--- config.mk ---
export PLATFORM = sky130hd
export DESIGN_NAME = regfile_2r1w
export DESIGN_NICKNAME = d
export VERILOG_FILES = /design/src/rtl/regfile_2r1w.sv
export SDC_FILE = /design/constraint.sdc
export NUM_CORES = 1
export LEC_CHECK = 0
export ABC_CLOCK_PERIOD_IN_PS = 8100
export CORE_MARGIN = 8
export CORE_UTILIZATION = 50
export CTS_CLUSTER_SIZE = 24
export DETAILED_ROUTE_END_ITERATION = 8
export PLACE_DENSITY_LB_ADDON = 0.08
export SLEW_MARGIN = 20
export SYNTH_ARGS = -nofsm -noshare
export SYNTH_HDL_FRONTEND = slang
export SYNTH_SLANG_ARGS = --single-unit
export TNS_END_PERCENT = 10
--- constraint.sdc ---
create_clock -name clkout -period 8.1 [get_ports clkout]
set_clock_uncertainty 0.15 [all_clocks]
set_input_delay 1.62 -clock clkout [delete_from_list [all_inputs] [get_ports clkout]]
set_output_delay 1.62 -clock clkout [all_outputs]
set_load 0.05 [all_outputs]
--- src/rtl/regfile_2r1w.sv ---
// regfile_2r1w: two-read / one-write register file with registered read data,
// optional write-to-read bypass, optional hard-wired zero at location 0,
// and a clear sweep that zeroes every location after reset.
module regfile_2r1w #(
  parameter int WIDTH    = 32,
  parameter int DEPTH    = 32,
  parameter int ADDR_W   = 5,
  parameter bit BYPASS   = 1'b1,
  parameter bit ZERO_REG = 1'b0
) (
  input  logic              clkout,
  input  logic              rst,
  input  logic              rd_en,
  input  logic [ADDR_W-1:0] rd_addr1,
  input  logic [ADDR_W-1:0] rd_addr2,
  input  logic              wr_en,
  input  logic [ADDR_W-1:0] wr_addr,
  input  logic [WIDTH-1:0]  wr_data,
  output logic [WIDTH-1:0]  rd_data1,
  output logic [WIDTH-1:0]  rd_data2,
  output logic              busy
);

  typedef enum logic {CLEAR, READY} state_t;

  localparam logic [ADDR_W-1:0] LAST = ADDR_W'(DEPTH - 1);

  state_t            state_q, state_d;
  logic [ADDR_W-1:0] clr_ptr_q, clr_ptr_d;
  logic [WIDTH-1:0]  rd_data1_q, rd_data1_d;
  logic [WIDTH-1:0]  rd_data2_q, rd_data2_d;
  logic [WIDTH-1:0]  mem_q [DEPTH];

  logic              mem_we;
  logic [ADDR_W-1:0] mem_waddr;
  logic [WIDTH-1:0]  mem_wdata;
  logic              wr_ok;
  logic [WIDTH-1:0]  raw1, raw2;

  // Addresses at or above DEPTH map to no storage at all (no aliasing).
  function automatic logic in_range(input logic [ADDR_W-1:0] a);
    return 32'(a) < 32'(DEPTH);
  endfunction

  // Value a read port captures: out-of-range and the zero register read 0,
  // a colliding accepted write is forwarded only when BYPASS is set.
  function automatic logic [WIDTH-1:0] port_value(
    input logic [ADDR_W-1:0] a,
    input logic [WIDTH-1:0]  raw,
    input logic              wok,
    input logic [ADDR_W-1:0] wa,
    input logic [WIDTH-1:0]  wd
  );
    if (!in_range(a) || (ZERO_REG && a == '0)) return '0;
    if (BYPASS && wok && a == wa)              return wd;
    return raw;
  endfunction

  // Write qualification and raw array reads (array contents before this edge).
  always_comb begin
    wr_ok = wr_en && in_range(wr_addr) && !(ZERO_REG && wr_addr == '0);
    raw1  = in_range(rd_addr1) ? mem_q[rd_addr1] : '0;
    raw2  = in_range(rd_addr2) ? mem_q[rd_addr2] : '0;
  end

  // Next-state: clear sweep owns the write port while busy; READY serves accesses.
  always_comb begin
    state_d    = state_q;
    clr_ptr_d  = clr_ptr_q;
    rd_data1_d = rd_data1_q;
    rd_data2_d = rd_data2_q;
    mem_we     = 1'b0;
    mem_waddr  = wr_addr;
    mem_wdata  = wr_data;
    unique case (state_q)
      CLEAR: begin
        mem_we     = 1'b1;
        mem_waddr  = clr_ptr_q;
        mem_wdata  = '0;
        rd_data1_d = '0;
        rd_data2_d = '0;
        if (clr_ptr_q == LAST) begin
          state_d   = READY;
          clr_ptr_d = '0;
        end else begin
          clr_ptr_d = clr_ptr_q + 1'b1;
        end
      end
      READY: begin
        mem_we = wr_ok;
        if (rd_en) begin
          rd_data1_d = port_value(rd_addr1, raw1, wr_ok, wr_addr, wr_data);
          rd_data2_d = port_value(rd_addr2, raw2, wr_ok, wr_addr, wr_data);
        end
      end
      default: state_d = CLEAR;
    endcase
  end

  // Control and read-data registers; rst overrides everything, even mid-sweep.
  always_ff @(posedge clkout) begin
    if (rst) begin
      state_q    <= CLEAR;
      clr_ptr_q  <= '0;
      rd_data1_q <= '0;
      rd_data2_q <= '0;
    end else begin
      state_q    <= state_d;
      clr_ptr_q  <= clr_ptr_d;
      rd_data1_q <= rd_data1_d;
      rd_data2_q <= rd_data2_d;
    end
  end

  // Storage array: single write port, no reset (the sweep zeroes it).
  always_ff @(posedge clkout) begin
    if (mem_we && !rst) mem_q[mem_waddr] <= mem_wdata;
  end

  assign rd_data1 = rd_data1_q;
  assign rd_data2 = rd_data2_q;
  assign busy     = (state_q == CLEAR);

endmodule

# Word-level counts from Yosys, hierarchy flattened
# Memories as Yosys holds them, arrays and structs flattened.
# Cells that the tools add are included.
# word_totals
word_cells,37
input_bits,51
register_bits,70
ram_bits,1024
mem_count,1
out_inout_bits,65
# classes
addsub,1
n_eq_ne,4
mux,22
n_reduce_logical,4
bitwise_logic,1
# memory_table
memory,words,word_bits,read_ports,rd_ports_with_merged_regs,wr,line,rtl
mem_q,32,32,2,0,1,32,logic [WIDTH-1:0] mem_q [DEPTH];
# op_table
op,n
$mux W32,7
$pmux W32 S2,2
$eq A5 B5 Y1,2
$mux W1,10
$mux W5,2
$add A5 B1 Y5 const B,1
$eq A5 B5 Y1 const B,1
$logic_and A1 B1 Y1,3
$ne A2 B2 Y1 const B,1
$pmux W1 S2,1
$logic_not A1 Y1,1
$not A1 Y1,1

# Logic depth before layout (Yosys ltp)
# depth
ltp_word,8
mapped_depth,9
ltp_nobuf,6

# Worst setup path before layout
# No wires, ideal clock.
# synth_path
path_kind,input to register
startpoint,in wr_addr[3]
endpoint,mem mem_q[20][0] (enable)
required_ps,7529
path_slack_ps,3894
n_path_buf,0
setup_ps,421
t_arrival_ps,3635
path_stages,3
path_cell_list,mux2_2 > or3_1 > nor2_1
# synth_between
elab_chain_len,1
# synth_lines
element,line,rtl
"start, declared",17,"input logic [ADDR_W-1:0] wr_addr,"
$mux W5,75,unique case (state_q)
"end, declared",32,
# Every way passes these cells.

# Worst setup path after layout
# layout_path
startpoint,reg state_q
endpoint,mem mem_q[5][9] (enable)
# layout_between
elab_chain_len,5
elab_cells_between_ends,6
cone_classes,mux: 4; bitwise: 1; reduce/logical: 1
# layout_lines
element,line,rtl
"start, declared",28,"state_t state_q, state_d;"
"start signal, assigned",108,state_q <= state_d;
$not A1 Y1,n/a,
$pmux W1 S2,75,
$logic_and A1 B1 Y1,117,if (mem_we && !rst) mem_q[mem_waddr] <= mem_wdata;
$mux W1,117,
$mux W1 (implied by the code),117,
# Parallel ways exist; a longest one is shown, timed or not.

==> run summary <==
Outcome = finished, final reports clean
CP arrival = 4.66 ns
P_leak = 18.4 nW
Synth top area share = 0.616
Final period util = 0.555
Grt total ovfl = 0
Largest net degree at the start of global routing = 146
CP max-delay cell = dfxtp_2
Vias in the first global route = 30600
Setup Viol. Count Final = 0
Sink Count = 1094
Critical setup path kind = flip-flop to flip-flop
Tmin final = 4.50 ns
DR iter-0 viols = 3804
Reg area = 32200 µm²
Vias = 29200
Dpl cell area = 52700 µm²
Num rows = 116
CP Cell Sequence = buf_4, mux2i_1, nor2b_1, nand2_1, nor2_4, buf_4
Count of input and output buffers = 115
Final worst setup slack = 3.60 ns
FF+latch count, synth = 1094
Filler cells = 7473
Die area = 110000 µm²
Ranking of synthesized cells by area = edfxtp_1 (62%), mux4_2 (23%), a22oi_1 (3.0%)
Initial antenna violation count = 4
Post-cts sizing count = 0
Core box area = 99600 µm²
Cells after Synth = 2628
Post-synth cell types = 42
Finished Cell Area = 56300 µm²
Grt peak-use layer = met2
# Post-CTS Setup Buffers = 0
Met3 Track Usage GR = 0.0693
Hold Path Class = flip-flop to flip-flop
Root Buffer = clkbuf_16
Cell Area, Synth = 49900 µm²
Layout cells sized above 1 = 0.296
Pwr dens = 215 nW/µm²
Chip height = 332 µm
Crit Path Max Fanout = 28
Average wire per standard cell = 38.7 µm
Syn_area_per_cell = 19.0 µm²
Worst-margin pin slew = 1.21 ns
Max Slew Vio Count = 0
Yosys warns = 0
Type of origin of the critical path = flip-flop
Global placement routability congestion = 0.815
Starting Density = 0.501
DRT Wirelength = 160000 µm
Die Wd = 332 µm
RSZ-0062 raised after global routing = false
Register area share after synthesis = 0.644
Max IR drop VDD = 0.174 mV
Layout net count = 2778
M1 GR Usage = 0.378
Max clock buf depth = 3
Clock latency on the worst-skew pair = 0.69 ns
Post-synth EDFFs = 1024
CTS tree = built
Max Fclk = 222 MHz
First-pass GRT wire length = 226000 µm
IO Pins = 116
Final ANT Viol Nets = 0
Mapped Nets = 2681
Post-route DRC = 0
CTS Hold Bufs = 0
Critical Path End Type = flip-flop
Slew margin rel. = 0.190
Final Hold Fails = 0
Setup TNS = 0 ns
CP most frequent cell = buf_4
Worst-path clk slew = 0.06 ns
M2 GR Usage = 0.461
Cell with the most instances after synthesis = edfxtp_1
Req. time, crit path = 8.26 ns
Worst slack at placement = 3.14 ns
CTS Buf Count = 115
Vias per cell = 7.09
Final HPWL DP = 88400 µm
Multi-input logic area = 17100 µm²
Max stage delay on crit path = 0.95 ns
Total Routing Usage GR = 0.287
Area grow syn2layout = 12.9%
H-tree depth = 3
Max Cap Viol = 0
Async SR Flop Fraction = 0
Area leader, netlist = edfxtp_1
DRT Pass-1 Iters = 7
Commonest cells in the netlist = edfxtp_1 (1024), mux4_2 (509), a22oi_1 (201), nand2_1 (129), clkbuf_1 (106)
Ys flop type = edfxtp_1
-- cell families (layout without fill, tap and decap cells) --
family / count (synthesis) / in the layout / synth area share
buffers and inverters: 218 / 409 / 0.0206
AO/OA/AOI/OAI: 451 / 451 / 0.0640
other: 0 / 1 / 0
AND/OR/NAND/NOR: 273 / 273 / 0.0242
adder cells (fa/ha/maj): 2 / 2 / 0.000501
flip-flops: 1094 / 1094 / 0.644
XOR/XNOR: 10 / 10 / 0.00176
multiplexers: 580 / 580 / 0.245
-- critical path: cells and delay by family (launching register included) --
kind | cells | cell delay (ns)
mux | 1 | 0.29
buf+inv | 2 | 1.16
flops | 1 | 0.95
simple gates | 3 | 1.50
-- stage by stage --
stage               total power, W  cells  hold slack, ns   util
finish                      0.0121   4118           0.344  0.566
global route                0.0124   4117           0.368  0.566
floorplan                  0.00681   2628           0.331      -
CTS                         0.0122   4115           0.345  0.565
global placement           0.00709   3903           0.330  0.529
detailed placement         0.00710   3904           0.336  0.529
-- state kept, by name, indices dropped and copies added (netlist names) --
name / cells
rd_data1: 32
rd_data2: 32
state_q: 1
mem_q: 1024
clr_ptr_q: 5
-- cells in the final DEF, fill, tap and decap left out, types with 29 or more instances in the layout --
cell             instances
o21ai_0                 68
mux2i_1                 50
mux4_2                 509
a21o_1                  31
clkbuf_16              117
a22oi_1                201
nor2_4                  37
edfxtp_1              1024
dfxtp_1                 69
clkbuf_1                33
a21oi_1                 32
nand2_1                129
buf_4                   71
a31oi_1                 36
a222oi_1                29
clkdlybuf4s50_1        109
-- layer usage --
| metal | part of all wire | up-vias |
|---|---|---|
| met5 | 0.00016 | - |
| met4 | 0.046 | 4 |
| met3 | 0.093 | 389 |
| met2 | 0.48 | 1647 |
| met1 | 0.38 | 15600 |
| li1 | - | 11500 |
-- worst paths after layout --
check | startpoint | end | slack (ns) | cells after the start
worst max register to register | state_q$_SDFF_PP0_ | mem_q[5][9]$_DFFE_PP_ | 3.60 | 6
worst min register to register | rd_data1[0]$_SDFFE_PP0P_ | rd_data1[0]$_SDFFE_PP0P_ | 0.34 | 2
worst max-delay path | state_q$_SDFF_PP0_ | mem_q[5][9]$_DFFE_PP_ | 3.60 | 6
worst min-delay path | rd_data1[0]$_SDFFE_PP0P_ | rd_data1[0]$_SDFFE_PP0P_ | 0.34 | 2
-- power breakdown --
part | internal, W | leakage (nW) | switching [W]
clock | 0.00299 | 1.79 | 0.00216
combinational | 0.000360 | 5.91 | 0.000485
sequential | 0.00612 | 10.7 | 0.0000150
-- layout make-up --
class | count | area share
antenna | 1 | 0.0000444
clock buffer | 158 | 0.0561
clock inverter | 53 | 0.00855
inverter | 6 | 0.000400
multi-input combinational | 1316 | 0.303
sequential | 1094 | 0.571
tap | 1298 | 0.0288
timing repair buffer | 192 | 0.0325
Power figures use the tool's default switching activity.
